**src/rtl/snake_pkg.sv**
```systemverilog
// Shared types and helpers for the snake segment store.
package snake_pkg;

  typedef enum logic [1:0] {
    UP    = 2'b00,
    RIGHT = 2'b01,
    DOWN  = 2'b10,
    LEFT  = 2'b11
  } dir_t;

  typedef struct packed {
    logic [3:0] x;
    logic [3:0] y;
  } coord_t;

  typedef enum logic [1:0] {
    IDLE,
    CHECK,
    COMMIT,
    DEAD
  } state_t;

  localparam logic [3:0] GRID_MAX = 4'd15;
  localparam int         LEN_W    = 6;

  // One cell in the given direction, plain 4-bit arithmetic.
  function automatic coord_t step_coord(coord_t c, dir_t d);
    coord_t n;
    n = c;
    case (d)
      UP:      n.y = c.y - 4'd1;
      RIGHT:   n.x = c.x + 4'd1;
      DOWN:    n.y = c.y + 4'd1;
      default: n.x = c.x - 4'd1;
    endcase
    return n;
  endfunction

  // UP/DOWN and RIGHT/LEFT differ only in bit 1 of the encoding.
  function automatic logic is_opposite(dir_t a, dir_t b);
    return (a ^ b) == 2'b10;
  endfunction

  function automatic logic on_border(coord_t c);
    return (c.x == 4'd0) || (c.x == GRID_MAX) || (c.y == 4'd0) || (c.y == GRID_MAX);
  endfunction

endpackage

```
**src/rtl/segment_matcher.sv**
```systemverilog
// Compares one coordinate against every segment; only the first `count`
// entries can report a hit, the rest of the array is stale history.
module segment_matcher
  import snake_pkg::*;
#(
  parameter int MAX_LEN = 50
) (
  input  coord_t                   target,
  input  coord_t [MAX_LEN-1:0]     segs,
  input  logic   [LEN_W-1:0]       count,
  output logic   [MAX_LEN-1:0]     hit
);

  // Per-segment equality, masked by the live segment count.
  always_comb begin
    // NOTE: every always_comb output gets a default first so no path leaves it unassigned (no latch).
    hit = '0;
    for (int i = 0; i < MAX_LEN; i++) begin
      hit[i] = (segs[i] == target) && (LEN_W'(i) < count);
    end
  end

endmodule

```
**src/rtl/snake_store.sv**
```systemverilog
// Snake segment list, direction, length and game-over flag for a 16x16 grid.
// Answers per-pixel queries combinationally and advances one cell per tick
// through an IDLE -> CHECK -> COMMIT/DEAD sequence.
module snake_store
  import snake_pkg::*;
#(
  parameter int         MAX_LEN  = 50,
  parameter int         INIT_LEN = 2,
  parameter logic [3:0] INIT_X   = 4'd7,
  parameter logic [3:0] INIT_Y   = 4'd7
) (
  input  logic       clk,
  input  logic       nrst,
  input  logic       restart,
  input  logic       move_en,
  input  logic [1:0] dir,
  input  logic       grow,
  input  logic [3:0] apple_x,
  input  logic [3:0] apple_y,
  input  logic [3:0] x,
  input  logic [3:0] y,
  output logic       snakeHead,
  output logic       snakeBody,
  output logic       apple,
  output logic       border,
  output logic [3:0] head_x,
  output logic [3:0] head_y,
  output logic [5:0] length,
  output logic       GameOver,
  output logic       move_done
);

  coord_t [MAX_LEN-1:0] seg;
  coord_t [MAX_LEN-1:0] init_seg;
  logic   [LEN_W-1:0]   len_q;
  state_t               state;
  dir_t                 cur_dir;
  dir_t                 lat_dir;
  logic                 lat_grow;
  coord_t               nh_q;

  coord_t               query;
  coord_t               nh;
  dir_t                 eff_dir;
  logic   [LEN_W-1:0]   col_count;
  logic   [MAX_LEN-1:0] query_hit;
  logic   [MAX_LEN-1:0] col_hit;
  logic                 collision;

  // Start-of-game body: a horizontal line trailing left from the head;
  // entries past INIT_LEN repeat the tail so later growth stays consistent.
  always_comb begin
    init_seg = '0;
    for (int i = 0; i < MAX_LEN; i++) begin
      if (i < INIT_LEN) init_seg[i] = coord_t'{x: INIT_X - 4'(i), y: INIT_Y};
      else              init_seg[i] = coord_t'{x: INIT_X - 4'(INIT_LEN - 1), y: INIT_Y};
    end
  end

  assign query = coord_t'{x: x, y: y};

  // A reversal request keeps the current heading.
  assign eff_dir = is_opposite(lat_dir, cur_dir) ? cur_dir : lat_dir;
  assign nh      = step_coord(seg[0], eff_dir);

  // The tail only counts as an obstacle when it will not move away.
  assign col_count = lat_grow ? len_q : len_q - LEN_W'(1);

  segment_matcher #(.MAX_LEN(MAX_LEN)) u_query_match (
    .target (query),
    .segs   (seg),
    .count  (len_q),
    .hit    (query_hit)
  );

  segment_matcher #(.MAX_LEN(MAX_LEN)) u_collide_match (
    .target (nh),
    .segs   (seg),
    .count  (col_count),
    .hit    (col_hit)
  );

  // Index 0 is the head itself, so it never counts as body or obstacle.
  assign collision = on_border(nh) || (|(col_hit & ~MAX_LEN'(1)));

  assign snakeHead = (query == seg[0]);
  assign snakeBody = |(query_hit & ~MAX_LEN'(1));
  assign apple     = (x == apple_x) && (y == apple_y);
  assign border    = on_border(query);

  assign head_x = seg[0].x;
  assign head_y = seg[0].y;
  assign length = len_q;

  // Tick sequencer: latch request, check the next head, then shift the body.
  always_ff @(posedge clk or negedge nrst) begin
    if (!nrst) begin
      // NOTE: the segment array is reset like any other register; the query logic reads it from cycle 0.
      seg       <= init_seg;
      len_q     <= LEN_W'(INIT_LEN);
      state     <= IDLE;
      cur_dir   <= RIGHT;
      lat_dir   <= RIGHT;
      lat_grow  <= 1'b0;
      nh_q      <= '0;
      GameOver  <= 1'b0;
      move_done <= 1'b0;
    end else begin
      // NOTE: non-blocking assignments throughout, so every branch sees the pre-edge state.
      move_done <= 1'b0;
      if (restart) begin
        seg      <= init_seg;
        len_q    <= LEN_W'(INIT_LEN);
        state    <= IDLE;
        cur_dir  <= RIGHT;
        lat_dir  <= RIGHT;
        lat_grow <= 1'b0;
        GameOver <= 1'b0;
      end else begin
        case (state)
          IDLE: begin
            if (move_en) begin
              lat_dir  <= dir_t'(dir);
              lat_grow <= grow;
              state    <= CHECK;
            end
          end
          CHECK: begin
            cur_dir <= eff_dir;
            nh_q    <= nh;
            if (collision) begin
              GameOver <= 1'b1;
              state    <= DEAD;
            end else begin
              state <= COMMIT;
            end
          end
          COMMIT: begin
            seg <= {seg[MAX_LEN-2:0], nh_q};
            if (lat_grow && (len_q < LEN_W'(MAX_LEN))) len_q <= len_q + LEN_W'(1);
            move_done <= 1'b1;
            state     <= IDLE;
          end
          DEAD: begin
            state <= DEAD;
          end
          default: state <= IDLE;
        endcase
      end
    end
  end

endmodule

```
**config.mk**
```make
export PLATFORM = sky130hd
export DESIGN_NAME = snake_store
export DESIGN_NICKNAME = d
export VERILOG_FILES = /design/src/rtl/snake_pkg.sv /design/src/rtl/segment_matcher.sv /design/src/rtl/snake_store.sv
export SDC_FILE = /design/constraint.sdc
export NUM_CORES = 1
export LEC_CHECK = 0
export BUFFER_PORTS_ARGS = -buffer_cell sky130_fd_sc_hd__buf_2
export CAP_MARGIN = 20
export CORE_MARGIN = 3
export CORE_UTILIZATION = 45
export CTS_BUF_LIST = sky130_fd_sc_hd__clkbuf_16
export CTS_CLUSTER_SIZE = 14
export DETAILED_ROUTE_END_ITERATION = 10
export REMOVE_ABC_BUFFERS = 1
export SYNTH_ARGS = -nofsm -noshare
export SYNTH_HDL_FRONTEND = slang
export SYNTH_SLANG_ARGS = --single-unit
```
**constraint.sdc**
```tcl
create_clock -name clk -period 10.7 [get_ports clk]
set_input_delay 0 -clock clk [delete_from_list [all_inputs] [get_ports clk]]
set_output_delay 0 -clock clk [all_outputs]
set_load 0.02 [all_outputs]
```
==> results of run 1 <==
==> worst paths after layout <==
path	cells past startpoint	to
max in group asynchronous	4	seg[348]
setup reg to reg	17	state[0]
hold / removal	2	seg[49]
setup / recovery	17	state[0]
hold reg to reg	1	head_x[3]
min in group clk	3	length[5]
==> layer usage <==
metal / wire [um] / vias up / GRT usage
li1: - / 9923 / -
met1: 44700 / 12164 / 0.439
met2: 47400 / 1367 / 0.485
met3: 9920 / 327 / 0.0634
met4: 5780 / 4 / 0.155
met5: 25 / - / 0
==> registers in the layout, summed over array words and instances, names as in the netlist <==
register	flops
head_x	4
GameOver	1
nh_q	8
cur_dir	2
lat_dir	2
head_y	4
seg	392
lat_grow	1
move_done	1
state	2
length	6
==> cells by family (layout without fill, tap and decap cells) <==
family,Yosys count,count (layout),synth area share
AOI/OAI and AO/OA,656,656,0.183
xor gates and xnor gates,852,852,0.270
adders and majority gates,9,9,0.00450
buffers and inverters,334,235,0.0486
DFF,423,423,0.385
muxes,9,9,0.00393
and+or+nand+nor,556,556,0.106
==> cells in the final DEF (no fill, tap or decap), types with 13 or more instances in the layout <==
cell type	Yosys	routed
xnor2_1	432	431
xor2_1	408	408
dfstp_2	254	251
o22a_1	242	242
dfrtp_1	169	169
a22o_1	130	130
nor4_1	102	102
nand2_1	79	77
nand4_1	77	77
nor2_1	77	76
nor3_1	73	73
buf_4	11	65
nand3_1	57	57
o21ai_0	56	56
a21oi_1	52	51
clkbuf_16	0	50
a31oi_1	39	39
inv_1	26	36
buf_2	36	33
o211ai_1	18	18
a2111oi_0	18	18
and3_1	18	18
clkinv_1	2	16
or3_1	15	15
nor2b_1	13	13
==> cell type report <==
class / instances / area (sq um)
Clock buffer: 50 / 1250
Clock inverter: 43 / 335
Fill cell: 5687 / 31400
Inverter: 30 / 118
Multi-Input combinational cell: 2082 / 16100
Sequential cell: 423 / 10900
Tap cell: 837 / 1050
Timing Repair Buffer: 112 / 827
==> power by group through the flow <==
stage          registers, W  logic, W  clock network (W)
3_3_place_gp        0.00169   0.00125                  0
6_report            0.00167   0.00131            0.00169
5_1_grt             0.00167   0.00137            0.00178
2_1_floorplan       0.00171  0.000752                  0
4_1_cts             0.00166   0.00127            0.00172
3_5_place_dp        0.00169   0.00126                  0
==> metrics by stage <==
stage	hold WS [ps]	area, sq um	util	total power, W	setup slack, ps
floorplan	-296	27100	-	0.00247	2620
global placement	-21.9	28900	0.466	0.00294	4550
detailed placement	-15.6	28900	0.466	0.00295	4440
CTS	162	30600	0.493	0.00466	4440
global route	232	30600	0.494	0.00482	4220
finish	173	30600	0.494	0.00466	4330
==> reports/metrics.yaml, run 1 <==
status: "finished, final reports clean"
n_antenna_cell: 0
avgRoutedWirePerCell_um: 30.1
p_sw_w: 0.00163
ys_seq_elements: 423
final_layout_size_suffix_gt1_frac: 0.169
crit_required_ps: 11250
crit_type: "reg -> reg"
crit_start: "lat_dir[0]"
clkPwrFrac: 0.363
first_pass_iters: 9
relSlewSlack: 0.160
syn_inst: 2839
cp-start-kind: "flip-flop"
vias_per_cell: 6.65
grt_pass1_vias: 23422
ys.flop_type: "dfstp_2"
slowest_delay_ps: 1060
grt_first_pass_wirelength_mm: 161
nNetsFinal: 2731
setup_viol: 0
synthTopCellsByCount: "432 x xnor2_1, 408 x xor2_1, 254 x dfstp_2, 242 x o22a_1, 176 x clkbuf_1"
arrival_ps: 6920
finalWirelength_mm: 108
num_rows: 91
crit_fanout: 22
grt_max_degree: 92
clock-sinks: 423
synth_cell_types: 88
ant_nets: 0
final_cells: 3577
overflow: 0
synth_area_leaders: "dfstp_2 24%, dfrtp_1 15%, xnor2_1 13%"
dieArea_sq_um: 66100
p_leak_nw: 10.8
pwr-share-seq: 0.357
cts_setup_buffers: 0
drcViolationCount: 0
synth_edf_count: 0
path_clk_slew_ps: 60
tns_ps: 0
ir_drop_mv: 0.128
r2r-start: "lat_dir[0]"
io_pins: 43
core_sq_um: 62100
postCtsHoldBufs: 11
crit_slowest_cell: "o32ai_1"
clk_latency_ps: 610
grt.total_usage: 0.320
place_inst: 3472
cts_buffers: 50
port_buffers: 42
yosysSeqAreaShare: 0.385
endpoint_kind: "flip-flop"
crit_buf_inv: 2
start_util: 0.457
fin_crit_sh: 0.595
crit_chain: "xor2_4 -> mux2_4 -> nand2_1 -> inv_1 -> fa_2 -> buf_4 -> nor2_1 -> a21oi_4 -> xnor2_1 -> a2111oi_0 -> nand3_1 -> o32ai_1 -> a21oi_1 -> nand4_1 -> or4_1 -> or3_1 -> o221a_1"
pwr_density_cell_nw_per_um2: 152
final_hold_viol_count: 0
clockRootBuffer: "clkbuf_16"
cts_max_level: 2
cts_tree: "yes"
ys_warn_count: 0
rsz0062_at_grt: "no"
fp.dieH_um: 257
skew_ps: 25.4
die_x_um: 257
async_flop_share: 1.00
synth_top_cell_by_area: "dfstp_2"
ff2ff_setup_slack_ps: 4330
vias: 23785
max_freq_ghz: 0.157
hold_class: "in -> async"
cts.repair.resized: 0
cap_violations: 0
p_int_w: 0.00303
syn_area_per_cell_sq_um: 9.99
drt-initial-drc-count: 2877
synth_top_area_frac: 0.235
post-route-min-period_ps: 6370
crit_family: "compound AO/OA/AOI/OAI gates"
grt_antenna_before_repair: 2
area_growth_pct: 8.03
swShare: 0.350
yosysMostFrequentCell: "xnor2_1"
dpl.hpwl_mm: 71.4
place.gp.congestion: 1.08
clk_path_buf_depth: 3
slew_violations: 0
pwr-share-comb: 0.280
tightestPinTransition_ps: 1240
mappedNetlistArea_sq_um: 28400
No activity file was read; power rests on OpenSTA's default activity.
==> run 2: changes to the inputs <==
==> constraint.sdc (replaced) <==
create_clock -name clk -period 5.7 [get_ports clk]
set_input_delay 0 -clock clk [delete_from_list [all_inputs] [get_ports clk]]
set_output_delay 0 -clock clk [all_outputs]
set_load 0.02 [all_outputs]
==> reports/metrics.yaml, run 2 (same netlist as run 1, synthesis figures left out) <==
status: "finished, final reports clean"
overflow: 0  # unchanged
ir_drop_mv: 0.238  # +86%
num_rows: 91  # unchanged
relSlewSlack: 0.228  # +0.0681
tns_ps: 0  # unchanged
drt-initial-drc-count: 2715  # -5.6%
finalWirelength_mm: 109  # +0.92%
pwr_density_cell_nw_per_um2: 288  # +89%
p_leak_nw: 11.1  # +2.7%
endpoint_kind: "flip-flop"
final_cell_mix: "431 x xnor2_1, 408 x xor2_1, 251 x dfstp_2, 242 x o22a_1, 169 x dfrtp_1"
postCtsHoldBufs: 9  # -2
slew_violations: 0  # unchanged
cts_tree: "yes"
fin_hold_ws_ps: 42.3  # -130 ps
r2r_cells: 15  # -2
area_growth_pct: 9.86
max_freq_ghz: 0.187  # +19%
avgRoutedWirePerCell_um: 30.0  # -0.42%
routed.top_layer: "met5"
mostFrequentLayoutCell: "xnor2_1"
wl_met1_mm: 46.0  # +2.9%
final_cells: 3625  # +1.3%
cts_max_level: 2  # unchanged
hold_class: "in -> async"
cap_violations: 0  # unchanged
grt_antenna_before_repair: 3  # +1
rsz0062_at_grt: "no"
power.total_w: 0.00897  # +92%
drcViolationCount: 0  # unchanged
grt_pass1_vias: 23452  # +0.13%
grt.total_usage: 0.323  # +0.00273
dieArea_sq_um: 66100  # unchanged
grt_first_pass_wirelength_mm: 162  # +0.79%
skew_ps: 25.1  # -0.277 ps
cts_setup_buffers: 0  # unchanged
largest_register: "seg"
io_pins: 43  # unchanged
final_hold_viol_count: 0  # unchanged
vias_per_cell: 6.51  # -2.1%
clk_latency_ps: 620  # about the same
ff2ff_setup_slack_ps: 340  # -3990 ps
fp.dieH_um: 257  # unchanged
dpl.hpwl_mm: 72.9  # +2.0%
crit_fanout: 22  # unchanged
tightestPinTransition_ps: 1150  # -96.9 ps
cts.repair.resized: 0  # unchanged
start_util: 0.457  # unchanged
largest_reg_flops: 392  # unchanged
crit_start: "lat_dir[0]"
arrival_ps: 5850  # -1070 ps
post-route-min-period_ps: 5360  # -1010 ps
clock-sinks: 423  # unchanged
crit_type: "reg -> reg"
port_buffers: 42  # unchanged
final_layout_size_suffix_gt1_frac: 0.186  # +0.0169
crit_required_ps: 6190  # -5060 ps
core_sq_um: 62100  # unchanged
path_clk_slew_ps: 60  # about the same
ant_nets: 0  # unchanged
setup_viol: 0  # unchanged
grt_max_degree: 162  # +76%
critPathCapture: "state[0]"
r2r-start: "lat_dir[0]"
clk_path_buf_depth: 3  # unchanged
cp-start-kind: "flip-flop"
first_pass_iters: 5  # -4
r2r_end: "state[0]"
place_inst: 3521  # +1.4%
fin_crit_sh: 0.940  # +0.345
clockRootBuffer: "clkbuf_16"
wl_met3_mm: 9.31  # -6.2%
nNetsFinal: 2777  # +1.7%
vias: 23608  # -0.74%
place.gp.congestion: 1.02  # -5.7%
die_x_um: 257  # unchanged
cts_buffers: 50  # unchanged
route.met2.wl_mm: 48.9  # +3.2%
-- run 2: area by class of cell --
class / count / area (sq um)
clock buffers: 51 / 1280
multi-input cells: 2082 / 16100
flip-flops and latches: 423 / 10900
fillers: 5674 / 30900
well taps: 837 / 1050
repair buffers: 158 / 1240
clock inverters: 43 / 404
diodes: 1 / 2.50
inverters: 30 / 118
-- run 2: worst min path at each step --
| stage | start | end |
|---|---|---|
| after floorplan | nrst | GameOver |
| after global placement | nrst | seg[36] |
| after detailed placement | nrst | seg[52] |
| after CTS | nrst | seg[52] |
| after global routing | nrst | seg[36] |
| final | nrst | seg[36] |
-- run 2: metrics by stage --
stage | util | setup slack (ps) | cell area [sq um]
global placement | 0.473 | 522 | 29400
finish | 0.502 | 341 | 31100
floorplan | - | -2380 | 27100
global route | 0.502 | 112 | 31100
CTS | 0.502 | 371 | 31100
detailed placement | 0.473 | 419 | 29400
-- run 2: worst max-delay path, cell delays in order, from the launching register on --
cell	delay, ps
dfstp_4	660
xor2_4	180
mux2_4	340
nand2_1	120
ha_1	300
a21oi_1	210
a21oi_1	110
mux2_4	340
xnor2_4	800
buf_4	280
nor2_1	60
a2111oi_2	380
nand4_1	120
or4_1	520
or3_1	470
o221a_1	310
-- run 2: routing by layer --
metal	global-route usage	vias up
li1	-	9997
met1	0.442	12176
met2	0.497	1186
met3	0.0687	247
met4	0.133	2
met5	0	-
-- run 2: power breakdown --
part / switching, W / internal (W)
sequential: 0.0000374 / 0.00306
combinational: 0.00165 / 0.000891
clock: 0.00139 / 0.00195
total: 0.00307 / 0.00590
